[config.mk]
export PLATFORM = sky130hd
export DESIGN_NAME = counter_run_arbiter_flat
export DESIGN_NICKNAME = d
export VERILOG_FILES = /design/src/rtl/counter_run_arbiter_pkg.sv /design/src/rtl/counter_run_arbiter_if.sv /design/src/rtl/counter_run_arbiter_cnt_step_engine.sv /design/src/rtl/counter_run_arbiter.sv /design/src/flat_wrapper.sv
export SDC_FILE = /design/constraint.sdc
export NUM_CORES = 1
export LEC_CHECK = 0
export ABC_AREA = 0
export BUFFER_PORTS_ARGS = -buffer_cell sky130_fd_sc_hd__buf_2
export CAP_MARGIN = 20
export CORE_UTILIZATION = 39
export DETAILED_ROUTE_END_ITERATION = 16
export PLACE_DENSITY = 0.65
export SYNTH_ARGS = -nofsm -noshare
export SYNTH_HDL_FRONTEND = slang
export SYNTH_SLANG_ARGS = --single-unit
[constraint.sdc]
create_clock -name clk -period 1.9 [get_ports clk]
set_input_delay 0.38 -clock clk [delete_from_list [all_inputs] [get_ports clk]]
set_output_delay 0.38 -clock clk [all_outputs]
set_load 0.1 [all_outputs]
[src/rtl/counter_run_arbiter_pkg.sv]
// Shared types and helpers for the counter run arbiter and its counting engine.
package counter_pkg;

  localparam int CNT_W = 3;

  localparam logic MODE_BIN  = 1'b0;
  localparam logic MODE_GRAY = 1'b1;

  typedef enum logic [1:0] {
    IDLE = 2'd0,
    RUN  = 2'd1,
    DONE = 2'd2
  } state_t;

  // Gray mode steps by converting to binary, incrementing, and converting back.
  function automatic logic [CNT_W-1:0] next_count(input logic [CNT_W-1:0] cur,
                                                  input logic mode);
    logic [CNT_W-1:0] bin;
    logic [CNT_W-1:0] res;
    bin[CNT_W-1] = cur[CNT_W-1];
    for (int i = CNT_W - 2; i >= 0; i--) begin
      bin[i] = bin[i+1] ^ cur[i];
    end
    if (mode == MODE_BIN) begin
      res = cur + 1'b1;
    end else begin
      bin = bin + 1'b1;
      res = bin ^ (bin >> 1);
    end
    return res;
  endfunction

endpackage

[src/rtl/counter_run_arbiter_if.sv]
// Request/grant and counter status bundle between requester logic and the arbiter.
interface counter_run_arbiter_if #(parameter int LEN_W = 4) ();
  import counter_pkg::*;

  logic [1:0]       req;
  logic [1:0]       req_mode;
  logic [LEN_W-1:0] req_len0;
  logic [LEN_W-1:0] req_len1;
  logic [1:0]       grant;
  logic             busy;
  logic [CNT_W-1:0] count;
  logic             done;
  logic             done_id;

  modport master (
    output req, req_mode, req_len0, req_len1,
    input  grant, busy, count, done, done_id
  );

  modport slave (
    input  req, req_mode, req_len0, req_len1,
    output grant, busy, count, done, done_id
  );

endinterface

[src/rtl/counter_run_arbiter_cnt_step_engine.sv]
// 3-bit counting engine: synchronous clear, step enable, binary or Gray sequence.
module cnt_step_engine
  import counter_pkg::*;
(
  input  logic             clk,
  input  logic             reset,
  input  logic             clr,
  input  logic             en,
  input  logic             mode,
  output logic [CNT_W-1:0] count
);

  always_ff @(posedge clk) begin
    if (reset || clr) begin
      count <= '0;
    end else if (en) begin
      count <= next_count(count, mode);
    end
  end

endmodule

[src/rtl/counter_run_arbiter.sv]
// Round-robin arbiter handing the shared counting engine to one of two requesters per run.
module counter_run_arbiter
  import counter_pkg::*;
#(
  parameter int LEN_W = 4
)
(
  input logic clk,
  input logic reset,
  counter_run_arbiter_if.slave bus
);

  state_t           state, state_nxt;
  logic             owner, owner_nxt;
  logic             ptr, ptr_nxt;
  logic             mode_q, mode_nxt;
  logic [LEN_W-1:0] rem, rem_nxt;
  logic             done_q, done_nxt;
  logic             done_id_q, done_id_nxt;
  logic             eng_clr, eng_en;
  logic             pick;

  always_ff @(posedge clk) begin
    if (reset) begin
      state     <= IDLE;
      owner     <= 1'b0;
      ptr       <= 1'b0;
      mode_q    <= MODE_BIN;
      rem       <= '0;
      done_q    <= 1'b0;
      done_id_q <= 1'b0;
    end else begin
      state     <= state_nxt;
      owner     <= owner_nxt;
      ptr       <= ptr_nxt;
      mode_q    <= mode_nxt;
      rem       <= rem_nxt;
      done_q    <= done_nxt;
      done_id_q <= done_id_nxt;
    end
  end

  // An owner dropping its request mid-run aborts immediately, even on the last step.
  always_comb begin
    state_nxt   = state;
    owner_nxt   = owner;
    ptr_nxt     = ptr;
    mode_nxt    = mode_q;
    rem_nxt     = rem;
    done_nxt    = 1'b0;
    done_id_nxt = done_id_q;
    eng_clr     = 1'b0;
    eng_en      = 1'b0;
    pick        = bus.req[ptr] ? ptr : ~ptr;

    case (state)
      IDLE: begin
        if (|bus.req) begin
          state_nxt = RUN;
          owner_nxt = pick;
          mode_nxt  = bus.req_mode[pick];
          rem_nxt   = pick ? bus.req_len1 : bus.req_len0;
          eng_clr   = 1'b1;
        end
      end
      RUN: begin
        if (!bus.req[owner]) begin
          state_nxt = IDLE;
          ptr_nxt   = ~owner;
        end else if (rem == '0) begin
          state_nxt   = DONE;
          done_nxt    = 1'b1;
          done_id_nxt = owner;
        end else begin
          eng_en  = 1'b1;
          rem_nxt = rem - 1'b1;
        end
      end
      DONE: begin
        state_nxt = IDLE;
        ptr_nxt   = ~owner;
      end
      default: state_nxt = IDLE;
    endcase
  end

  cnt_step_engine u_engine (
    .clk   (clk),
    .reset (reset),
    .clr   (eng_clr),
    .en    (eng_en),
    .mode  (mode_q),
    .count (bus.count)
  );

  assign bus.grant   = (state == IDLE) ? 2'b00 : (owner ? 2'b10 : 2'b01);
  assign bus.busy    = (state != IDLE);
  assign bus.done    = done_q;
  assign bus.done_id = done_id_q;

endmodule

[src/flat_wrapper.sv]
// flat-port wrapper written by rule: the top's interface ports become plain ports
module counter_run_arbiter_flat import counter_pkg::*;
#(
  parameter int LEN_W = 4
)
  (clk, reset, bus_req, bus_req_mode, bus_req_len0, bus_req_len1, bus_grant, bus_busy, bus_count, bus_done, bus_done_id);
  counter_run_arbiter_if #(.LEN_W(LEN_W)) bus_i ();
  input logic clk;
  input logic reset;
  input wire logic [$bits(bus_i.req)-1:0] bus_req;
  input wire logic [$bits(bus_i.req_mode)-1:0] bus_req_mode;
  input wire logic [$bits(bus_i.req_len0)-1:0] bus_req_len0;
  input wire logic [$bits(bus_i.req_len1)-1:0] bus_req_len1;
  output wire logic [$bits(bus_i.grant)-1:0] bus_grant;
  output wire logic [$bits(bus_i.busy)-1:0] bus_busy;
  output wire logic [$bits(bus_i.count)-1:0] bus_count;
  output wire logic [$bits(bus_i.done)-1:0] bus_done;
  output wire logic [$bits(bus_i.done_id)-1:0] bus_done_id;
  assign bus_i.req = bus_req;
  assign bus_i.req_mode = bus_req_mode;
  assign bus_i.req_len0 = bus_req_len0;
  assign bus_i.req_len1 = bus_req_len1;
  assign bus_grant = bus_i.grant;
  assign bus_busy = bus_i.busy;
  assign bus_count = bus_i.count;
  assign bus_done = bus_i.done;
  assign bus_done_id = bus_i.done_id;
  counter_run_arbiter #(.LEN_W(LEN_W)) u_core (.clk(clk), .reset(reset), .bus(bus_i));
endmodule
# Yosys cells after proc, flatten, opt, wreduce, memory -nomap -nowiden
# Index checks and enable logic that the tools add are counted.
# word_totals
regBits,14
# op_classes
eq_ne,7
n_lt_le_gt_ge,3
muxes,27
n_addsub,3
bitwise,7
n_reduce_logical,13
# ops
cell,n
two-way mux 4 bit,4
two-way mux 1 bit,14
two-way mux 2 bit,5
one-hot mux 4 bit (2 select lines),1
"adder 3 x 1 -> 3 bit, second input constant",2
"< comparator 1 x 2 -> 1 bit, second input constant",3
AND reduction 2 bit,3
nonzero test 2 bit,3
logical NOT 4 bit,1
"inequality test 2 x 1 -> 1 bit, second input constant",2
"inequality test 2 bit, second input constant",2
inverter 1 bit,4
one-hot mux 2 bit (2 select lines),1
AND reduction 4 bit,1
"subtractor 4 x 1 -> 4 bit, second input constant",1
two-way mux 3 bit,1
"inequality test 3 bit, second input constant",1
AND reduction 3 bit,1
OR reduction 3 bit,1
bitwise XOR 3 x 2 -> 3 bit,1
"== test 2 x 1 -> 1 bit, second input constant",1
"== test 2 bit, second input constant",1
logical NOT 2 bit,1
one-hot mux 1 bit (2 select lines),1
3 further kinds,4

# Depth between registers and ports, before layout
# depth
depth_word,6
mapped_depth,8

# Cells and area by module
# From an unflattened synthesis, not the netlist that was laid out.
# hier_totals
cells_unflattened,100
hier_area_um2,837.1
# by_module_without_submodules
mod,n_inst,cells_each,area_per_inst_um2
counter_run_arbiter,1,77,646.9
cnt_step_engine,1,23,190.2

# Worst setup path before layout
# OpenSTA, ideal clock, no wires.
# synth_timing
kind,register to output
startpoint,register u_core.state[0]
endpoint,output bus_grant[0]
path_slack_ns,-0.341
t_required_ns,1.520
t_arrival_ns,1.861
path_stages_with_launch,4
cell_sequence,dfxtp_1 > inv_1 > ha_1 > nor2_1
# synth_between
elab_chain_len,2
# synth_lines
item,line_no,source
from (decl),counter_run_arbiter.sv:13,"state_t state, state_nxt;"
from (signal assigned),counter_run_arbiter.sv:33,state <= state_nxt;
logical NOT 2 bit,counter_run_arbiter.sv:96,assign bus.grant = (state == IDLE) ? 2'b00 : (owner ? 2'b10 : 2'b01);
two-way mux 2 bit,counter_run_arbiter.sv:96,
to (decl),flat_wrapper.sv:14,output wire logic [$bits(bus_i.grant)-1:0] bus_grant;
# Every way passes these cells.

# Worst setup path after layout
# layout_timing
startpoint,register u_core.state[0]
endpoint,output bus_grant[1]
# Same word-level chain as after synthesis.

==> metrics.md <==
| Metric | Value |
|---|---|
| Run status | complete, no violations |
| Number of buffers created by CTS | 3 |
| CTS Sinks | 14 |
| Synth cell types | 45 |
| Final core utilization | 0.4932 |
| Largest net degree at the start of global routing | 12 |
| Gate count of the mapped netlist | about 110 |
| Area of placed instances | 1045 um2 |
| Net Count, Synth | 126 |
| Met3 routing resource usage after global routing | 0.03636 |
| Crit end category | output pin |
| Average via count per standard cell | 5.474 |
| Count of flip-flops with a built-in enable after synthesis | 0 |
| FF+latch count, synth | 14 |
| Area grow syn2layout | 18.16% |
| Pleak | 0.4350 nW |
| Proportion of register bits with asynchronous set or reset after synthesis | 0 |
| Power per Cell Area | 1145 nW/um2 |
| Aggregate global-route resource usage | 0.1871 |
| Starting DRT DRC Count | 11 |
| Antenna cell count | 0 |
| Post-synthesis instance area | ~920 um2 |
| Wirelength, routed | approximately 2200 um |
| Antenna violation net count after detailed routing | 0 |
| Via count of the routed design | approximately 850 |
| DRC violation count after routing | 0 |
| Min Hold Slack | between 0.3 and 0.4 ns |
| Insertion delay of the later-clocked pin in the worst-skew pair | ~0.28 ns |
| Count of hold buffers inserted by post-cts repair | 0 |
| Placed wire-length estimate | approximately 1600 um |
| Portion of netlist area occupied by mux cells | 0.07724 |
| Number of placement rows | 17 |
| DP Cell Count | between 150 and 200 |
| Number of detailed-routing iterations run before antenna repair | 3 |
| Largest fanout on the critical path | 5 |
| Main synth FF type | sky130_fd_sc_hd__dfxtp_1 |
| Critical path arrival | roughly 1.5 ns |
| Sort of element at the start of the critical path | flip-flop |
| Tightest slew margin relative to the limit | 0.5448 |
| Highest-count cells in the layout ignoring fill and taps | sky130_fd_sc_hd__buf_2 (19), sky130_fd_sc_hd__nor2_1 (16), sky130_fd_sc_hd__dfxtp_1 (14) |
| Share of final-layout standard cells stronger than drive strength 1 | 0.3125 |
| DIE WIDTH | 50.66 um |
| Synth area leaders | sky130_fd_sc_hd__dfxtp_1 (30%), sky130_fd_sc_hd__mux2i_1 (6.5%), sky130_fd_sc_hd__nor2_1 (6.5%) |
| CTS tree | built |
| Number of nets in the layout | roughly 150 |
| Most common cell after layout, fill and taps aside | sky130_fd_sc_hd__buf_2 |
| Compound-cell area share of the yosys netlist | 0.2575 |
| Antenna violations before repair | 0 |
| Largest family of logic cells by synthesized area | compound AO/OA/AOI/OAI gates |
| Adder and majority gate portion of the synthesized area | 0.05420 |
| Post-route cell area | 1091 um2 |
| Required @ worst endpoint | around 1.5 ns |
| Clock-pin slew on the worst setup and hold paths | 0.09 ns |
| Master cell of the clock root buffer | sky130_fd_sc_hd__clkbuf_4 |
| Count of yosys warnings during synthesis | 0 |
| Post-synthesis share of cell area spent on and, or, nand and nor gates | 0.2100 |
| Total die area | 2566 um2 |
| Via count of the first global-routing pass | roughly 790 |
| Worst min-delay path class | in2reg |
| Final Hold Vio Count | 0 |
| Min Clock Period, post-route | 1.834 ns |
| Actual transition at the worst max-transition pin | 0.6638 ns |
| RD Place Congestion | ~0.82 |
| First-pass GRT wire length | 3546 um |
| Fraction of synthesized cell area in xor and xnor cells | 0.01897 |
| Design Power | 1.249 mW |
| Final global-route overflow total | 0 |
| Unrepaired setup endpoints after global routing | false |
| Final sum of negative setup slack | 0 ns |
| Type of the setup path with the least slack | reg2out |
| Most heavily used metal layer in global routing | met2 |
| Count of boundary I/O pins | 22 |
| Max-slew violation total from the final report | 0 |
| CTS H-tree depth | 1 |
| Slack of the critical path | roughly 0.066 ns |
| Final routed wire length divided by cell count | ~14 um |
| Initial core utilization | 0.4174 |
| Sequential area share after synthesis | 0.3035 |
| Share of the clock period used by the worst path | 0.9655 |
| Met1 Usage GRT | 0.2368 |
| Count of non-filler cells in the finished layout | 156 |
| Mapped Avg Cell Area | 8.550 um2 |
| Worst clock skew | 0.003855 ns |
| Max_cap viols | 0 |
| Port Buf Inserts | 21 |
| Die height | 50.66 um |
| Max rail drop VDD | between 0.5 and 0.6 mV |
| Number of setup violations in the final report | 0 |
| Buffer depth of the longest clock path | 2 |
| Top cell type's share of synthesized area | 0.3035 |
| Core Footprint | 2212 um2 |
| GR Layer Usage met2 | 0.3044 |
| Fmax | 545.1 MHz |
| Minimum setup slack after placement | 0.09898 ns |
| Most area-hungry cell type in the Yosys netlist | sky130_fd_sc_hd__dfxtp_1 |
cell families after synthesis:
logic type               Yosys count
buffers and inverters             16
multiplexers                       7
XOR/XNOR                           2
adder cells (fa/ha/maj)            4
AO/OA/AOI/OAI                     31
AND/OR/NAND/NOR                   34
flip-flops                        14
cell usage after synthesis (2+ instances only):
cell and instances:
sky130_fd_sc_hd__nor2_1 16, sky130_fd_sc_hd__mux2i_1 6, sky130_fd_sc_hd__nand3_1 2, sky130_fd_sc_hd__o31ai_1 2, sky130_fd_sc_hd__nand2_1 2, sky130_fd_sc_hd__o211ai_1 3
sky130_fd_sc_hd__nor4_1 2, sky130_fd_sc_hd__dfxtp_1 14, sky130_fd_sc_hd__ha_1 4, sky130_fd_sc_hd__o21ai_0 7, sky130_fd_sc_hd__a311oi_1 3, sky130_fd_sc_hd__xnor2_1 2
sky130_fd_sc_hd__a21oi_1 3, sky130_fd_sc_hd__inv_1 11
layer usage:
layer  up-vias  wire (um)
li1        438          -
met1       398       1063
met2        14       1017
met3         4         61
met4         0         25
met5         -          0
power by group:
part | internal [mW] | switching [mW]
registers | 0.349 | 0.0729
logic | 0.224 | 0.428
clock network | 0.0736 | 0.101
timing repair:
action / in CTS / in global routing
setup endpoints to repair: 0 / 7
buffers inserted: 0 / 1
resized for setup: 0 / 5
layout make-up:
cell class              instances  area [um2]
flip-flops and latches         14       280.3
multi-input cells              78       586.8
inverters                      11       48.80
well taps                      28       35.03
clock buffers                   3       22.52
fillers                       230        1121
repair buffers                 22       117.6
worst max-delay path: stages (launching register included):
cell	delay [ns]
sky130_fd_sc_hd__dfxtp_1	0.38
sky130_fd_sc_hd__inv_1	0.06
sky130_fd_sc_hd__ha_2	0.22
sky130_fd_sc_hd__nor2_1	0.08
sky130_fd_sc_hd__buf_2	0.43
worst paths after layout:
check                     start                  to  slack (ns)  cells after the start
min             bus_req_mode[0]       u_core.mode_q        0.36                      3
min reg2reg  u_core.bus.done_id  u_core.bus.done_id        0.51                      2
max reg2reg     u_core.state[0]       u_core.rem[0]        0.16                      6
max             u_core.state[0]        bus_grant[1]        0.07                      4
No activity file was read; power rests on OpenSTA's default activity.
